$ cat config.mk
export PLATFORM = sky130hd
export DESIGN_NAME = boot_sequencer
export DESIGN_NICKNAME = d
export VERILOG_FILES = /design/src/rtl/boot_sequencer.sv
export SDC_FILE = /design/constraint.sdc
export NUM_CORES = 1
export LEC_CHECK = 0
export CAP_MARGIN = 25
export CORE_MARGIN = 10
export CORE_UTILIZATION = 47
export CTS_CLUSTER_SIZE = 20
export DETAILED_ROUTE_END_ITERATION = 8
export GPL_TIMING_DRIVEN = 0
export MAX_ROUTING_LAYER = met4
export PLACE_DENSITY_LB_ADDON = 0.2
export SYNTH_ARGS = -nofsm -noshare
export SYNTH_HDL_FRONTEND = slang
export SYNTH_SLANG_ARGS = --single-unit
$ cat constraint.sdc
create_clock -name clk -period 1.8 [get_ports clk]
set_input_delay 0.18 -clock clk [delete_from_list [all_inputs] [get_ports clk]]
set_output_delay 0.18 -clock clk [all_outputs]
set_load 0.02 [all_outputs]
$ cat src/rtl/boot_sequencer.sv
// Loader/run controller: streams header+payload words into CPU program/data
// memory, then releases cpu_rstn for a bounded run. Optional: HALT_DETECT_EN.
module boot_sequencer #(
    parameter int BITS     = 32,
    parameter int PM_DEPTH = 256,
    parameter int DM_DEPTH = 256
) (
    input  logic                        clk,
    input  logic                        rstn,
    input  logic                        s_valid,
    output logic                        s_ready,
    input  logic [BITS-1:0]             s_data,
    input  logic                        stop_req,
    input  logic [BITS-1:0]             pc,
    output logic                        pm_write_en,
    output logic [$clog2(PM_DEPTH)+1:0] pm_write_address,
    output logic [BITS-1:0]             pm_data_in,
    output logic                        dm_write_en,
    output logic [$clog2(DM_DEPTH)-1:0] dm_write_address_load,
    output logic [BITS-1:0]             dm_data_in_load,
    output logic                        cpu_rstn,
    output logic                        busy,
    output logic                        running,
    output logic                        done,
    output logic                        error,
    output logic                        halted
);

    localparam int PAW = $clog2(PM_DEPTH);
    localparam int DAW = $clog2(DM_DEPTH);
    localparam int IW  = (PAW > DAW) ? PAW : DAW;

    typedef enum logic [1:0] {
        IDLE    = 2'd0,
        LOAD_PM = 2'd1,
        LOAD_DM = 2'd2,
        RUN     = 2'd3
    } state_t;

    state_t state;
    state_t state_n;

    logic [1:0]    hdr_cmd;
    logic [13:0]   hdr_start;
    logic [15:0]   hdr_cnt;
    logic [IW-1:0] pm_start;
    logic [IW-1:0] dm_start;
    logic          pm_oob;
    logic          dm_oob;

    logic [IW-1:0] idx;
    logic [IW-1:0] idx_last;
    logic [IW-1:0] idx_inc;
    logic [15:0]   cnt;
    logic          inf;

    logic hdr_acc;
    logic beat_acc;
    logic last_beat;
    logic load_abort;
    logic end_run;
    logic halt_hit;

    assign hdr_cmd   = s_data[31:30];
    assign hdr_start = s_data[29:16];
    assign hdr_cnt   = s_data[15:0];

    // Start index folded into the memory; out-of-range starts are flagged
    assign pm_start = IW'(32'(hdr_start) % PM_DEPTH);
    assign dm_start = IW'(32'(hdr_start) % DM_DEPTH);
    assign pm_oob   = 32'(hdr_start) >= PM_DEPTH;
    assign dm_oob   = 32'(hdr_start) >= DM_DEPTH;

    // Index advance, wrapping at the depth of the memory being loaded
    always_comb begin
        idx_last = (state == LOAD_DM) ? IW'(DM_DEPTH - 1)
                                      : IW'(PM_DEPTH - 1);
        idx_inc  = (idx == idx_last) ? '0 : idx + 1'b1;
    end

    assign s_ready  = (state != RUN);
    assign running  = (state == RUN);
    assign cpu_rstn = running;
    assign busy     = (state != IDLE);

    // State register
    always_ff @(posedge clk or negedge rstn) begin
        if (!rstn) state <= IDLE;
        else       state <= state_n;
    end

    // Next-state and handshake decode
    always_comb begin
        state_n    = state;
        hdr_acc    = 1'b0;
        beat_acc   = 1'b0;
        last_beat  = 1'b0;
        load_abort = 1'b0;
        end_run    = 1'b0;
        unique case (state)
            IDLE: begin
                hdr_acc = s_valid;
                if (s_valid) begin
                    unique case (hdr_cmd)
                        2'b00: if (hdr_cnt != '0) state_n = LOAD_PM;
                        2'b01: if (hdr_cnt != '0) state_n = LOAD_DM;
                        2'b10: state_n = RUN;
                        default: state_n = IDLE;
                    endcase
                end
            end
            LOAD_PM, LOAD_DM: begin
                beat_acc   = s_valid;
                last_beat  = s_valid && (cnt == 16'd1);
                load_abort = stop_req && !last_beat;
                if (last_beat || load_abort) state_n = IDLE;
            end
            RUN: begin
                end_run = (!inf && cnt == 16'd1) || halt_hit || stop_req;
                if (end_run) state_n = IDLE;
            end
            default: state_n = IDLE;
        endcase
    end

    // Beat/budget counter, load index, error flag and done pulse
    always_ff @(posedge clk or negedge rstn) begin
        if (!rstn) begin
            cnt   <= '0;
            inf   <= 1'b0;
            idx   <= '0;
            error <= 1'b0;
            done  <= 1'b0;
        end else begin
            done <= end_run;
            if (hdr_acc) begin
                cnt <= hdr_cnt;
                inf <= (hdr_cnt == '0);
                unique case (hdr_cmd)
                    2'b00: begin
                        idx   <= pm_start;
                        error <= pm_oob;
                    end
                    2'b01: begin
                        idx   <= dm_start;
                        error <= dm_oob;
                    end
                    2'b10:   error <= 1'b0;
                    default: error <= 1'b1;
                endcase
            end else if (beat_acc) begin
                cnt <= cnt - 16'd1;
                idx <= idx_inc;
            end else if (state == RUN && !inf) begin
                cnt <= cnt - 16'd1;
            end
            if (load_abort) error <= 1'b1;
        end
    end

    // Registered memory write ports; address/data hold between pulses
    always_ff @(posedge clk or negedge rstn) begin
        if (!rstn) begin
            pm_write_en           <= 1'b0;
            pm_write_address      <= '0;
            pm_data_in            <= '0;
            dm_write_en           <= 1'b0;
            dm_write_address_load <= '0;
            dm_data_in_load       <= '0;
        end else begin
            pm_write_en <= beat_acc && (state == LOAD_PM);
            dm_write_en <= beat_acc && (state == LOAD_DM);
            if (beat_acc && state == LOAD_PM) begin
                pm_write_address <= {idx[PAW-1:0], 2'b00};
                pm_data_in       <= s_data;
            end
            if (beat_acc && state == LOAD_DM) begin
                dm_write_address_load <= idx[DAW-1:0];
                dm_data_in_load       <= s_data;
            end
        end
    end

`ifdef HALT_DETECT_EN
    logic [BITS-1:0] pc_d1;
    logic [BITS-1:0] pc_d2;
    logic [1:0]      hist;

    // Only pc samples taken inside the current run count toward a halt
    assign halt_hit = (state == RUN) && (hist == 2'd2)
                   && (pc == pc_d1) && (pc == pc_d2);

    // pc history and sticky halted flag
    always_ff @(posedge clk or negedge rstn) begin
        if (!rstn) begin
            pc_d1  <= '0;
            pc_d2  <= '0;
            hist   <= '0;
            halted <= 1'b0;
        end else begin
            pc_d1 <= pc;
            pc_d2 <= pc_d1;
            if (hdr_acc) hist <= '0;
            else if (state == RUN && hist != 2'd2) hist <= hist + 2'd1;
            if (hdr_acc && hdr_cmd == 2'b10) halted <= 1'b0;
            else if (halt_hit) halted <= 1'b1;
        end
    end
`else
    logic unused_pc;
    assign unused_pc = ^pc;
    assign halt_hit  = 1'b0;
    assign halted    = 1'b0;
`endif

endmodule
==> results.cfg <==
[outcome]
status = finished clean

[worst_setup_path]
r2r_start = state[1]$_DFFE_PN0P_
reg2reg_slack_ps = 60
r2r-end = pm_data_in[5]$_DFFE_PN0P_
r2r_cells = 5
critPathLaunchType = register
crit_arrival_ps = 1990
critPathKind = register to register
crit_fanout = 10
critPathCaptureType = register
cp.required_ps = 2050

[yosys]
synthCells = 413
synth_seq_cells = 111
ys_seq_area_frac = 0.556
synth.distinct_cells = 50
synth_area_mm2 = 0.00500
yosysWarnings = 0
synth_area_per_cell_um2 = 12.1

[power]
power_per_cell_area_mw_per_mm2 = 1830
leakage_nw = 2.92
p_int_mw = 7.45
comb_power_share = 0.516
p_sw_frac = 0.398
p_seq_frac = 0.372
p_total_mw = 12.4
peakVddDrop_v = 0.00107
p_switching_mw = 4.92
p_clk_frac = 0.112

[place]
gp_congestion = 0.927
port-buffer-count = 122
dpl_cell_area_mm2 = 0.00642
dpl.hpwl_mm = 9.79

[grt]
grt_overflow = 0
grt_pass1_wl_mm = 21.4
grt_usage = 0.183
antenna_found_initial = 0
grt_pass1_vias = 4005
grt_start_max_net_pins = 71

[sta]
max_freq_mhz = 574
fin_crit_sh = 0.967
tns_ps = 0
slew_headroom = 0.625
slew_violations = 0
post-route-min-period_ps = 1740
setup_viol = 0
final_hold_viol_count = 0
rsz0062_at_grt = yes
tightest_slew_ps = 563
hold_ws_ps = 351
finClkSkew_ps = 8.32

[floorplanning]
rows = 37
die_y_um = 123
core_mm2 = 0.0103
die_w_um = 123
initial_utilization = 0.484
ioPinCount = 159
dieArea_mm2 = 0.0152

[drt]
drcViolationCount = 0
drt-wirelength-per-cell_um = 19.3
dr.pass1.iters = 5
final_antenna_net_count = 0
drt_iter0_markers = 290
vias = 3789
routed_via_density = 5.45
drt_wl_total_mm = 13.4

[finish]
final_common_cell = clkdlybuf4s50_1
mostFrequentLayoutCells = clkdlybuf4s50_1, dfrtp_1, mux2_2
layout-drive-gt1-share = 0.268
area_delta_synth_final_pct = 35.5
fin_nets = 634
diodes = 0
design_area_mm2 = 0.00678
fillCellCount = 820

[clock_tree]
cts_max_level = 3
clk_path_buf_depth = 2
cts_tree = done
cts_buffers = 9
clockRootBuffer = clkbuf_8
worstSkewPairLatency_ps = 360
clk_pin_slew_ps = 100
cts_sinks = 111

[job]
maxCapViolations = 0

[worst_hold_path]
hold_path.class = primary input to asynchronous set/reset pin
## power by group through the flow
stage               sequential, mW  combinational, mW  clock [mW]
floorplan                     5.58               2.29           0
global placement              4.53               6.02           0
detailed placement            4.60               6.15           0
CTS                           4.57               6.28        1.42
global route                  4.77               6.87        1.51
finish                        4.60               6.38        1.38
## through the flow
stage / setup slack, ps / utilization / cells
floorplan: 80.6 / - / 415
global placement: -3620 / 0.620 / 673
finish: 59.1 / 0.656 / 695
global route: -67.0 / 0.656 / 695
CTS: -7.47 / 0.646 / 690
detailed placement: -275 / 0.622 / 674
## worst max-delay path, stage by stage (launching register included)
cell and delay (ps):
dfrtp_1 420, inv_2 90, ha_1 180, nand2_1 230, buf_2 330, mux2_2 380
## cell type report
cell class                 count  area [um2]  share of cell area
buffer                        24         169              0.0249
inverter                      13        48.8             0.00720
tap                          136         170              0.0251
timing repair buffer         129        1290               0.190
clock inverter                 4        30.0             0.00443
multi-input combinational    267        2150               0.317
clock buffer                  11         141              0.0209
sequential                   111        2780               0.410
## cells by family after synthesis
kind of cell	synth area share
buf+inv	0.0348
other cells	0.000750
fa+ha+maj	0.0275
flops	0.556
mux	0.175
compound gates	0.111
simple gates	0.0949
## synthesized netlist by cell type (all sizes together)
cell | count | area [um2]
o21a | 2 | 15.0
o21ai | 30 | 158
inv | 13 | 48.8
dfrtp | 111 | 2780
nor2 | 18 | 67.6
a22o | 3 | 26.3
nor4 | 9 | 92.6
nand3b | 1 | 7.51
clkbuf | 4 | 15.0
and3 | 4 | 26.3
nor3b | 3 | 22.5
o2bb2ai | 5 | 43.8
nor3 | 7 | 45.0
nand3 | 6 | 30.0
ha | 11 | 138
and2 | 2 | 12.5
o31ai | 1 | 7.51
o221ai | 1 | 15.0
a41o | 1 | 10.0
mux2i | 2 | 20.0
a22oi | 4 | 30.0
mux2 | 76 | 856
and4 | 1 | 8.76
o211ai | 2 | 15.0
a211oi | 1 | 7.51
o22ai | 3 | 18.8
o31a | 1 | 8.76
o32ai | 2 | 17.5
or3b | 1 | 8.76
buf | 20 | 110
a21o | 1 | 7.51
o22a | 2 | 17.5
or2 | 1 | 6.26
nand2b | 1 | 6.26
a31oi | 4 | 25.0
conb | 1 | 3.75
nand4 | 4 | 31.3
a2bb2oi | 1 | 8.76
nand2 | 29 | 109
a21oi | 24 | 124
## worst max-delay path by stage
stage                               startpoint                              end  slack [ps]  depth (start not counted)
final                     state[1]$_DFFE_PN0P_        pm_data_in[5]$_DFFE_PN0P_          60                          5
after global placement                    rstn  dm_data_in_load[13]$_DFFE_PN0P_       -3620                          1
after global routing        cnt[1]$_DFFE_PN0P_               cnt[6]$_DFFE_PN0P_         -70                          7
after detailed placement  state[0]$_DFFE_PN0P_              cnt[11]$_DFFE_PN0P_        -270                          7
after floorplan           state[0]$_DFFE_PN0P_              cnt[11]$_DFFE_PN0P_          80                          6
after CTS                 state[0]$_DFFE_PN0P_              cnt[12]$_DFFE_PN0P_          -7                          8
## state kept, by name, summed over array words and instances, names as in the netlist
name / count
state: 2
idx: 8
done: 1
pm_write_address: 8
pm_data_in: 32
dm_write_address_load: 8
dm_data_in_load: 32
cnt: 16
pm_write_en: 1
error: 1
inf: 1
dm_write_en: 1
## what timing repair did
item | in CTS | in global routing
pin swaps | 0 | 5
hold buffers | 1 | 0
setup buffers | 0 | 5
gates resized for setup | 23 | 25
endpoints found under the hold margin | 41 | 0
cloned | 0 | 0
setup endpoints to repair | 64 | 70
## per-layer routing
layer | track usage | part of all wire | wire (um) | vias up
met5 | - | 0 | 0 | -
met4 | 0.0495 | 0.0094 | 127 | 0
met3 | 0.0479 | 0.066 | 888 | 12
met2 | 0.290 | 0.48 | 6450 | 119
met1 | 0.229 | 0.45 | 5980 | 1898
li1 | - | - | - | 1760
Power figures use the tool's default switching activity.
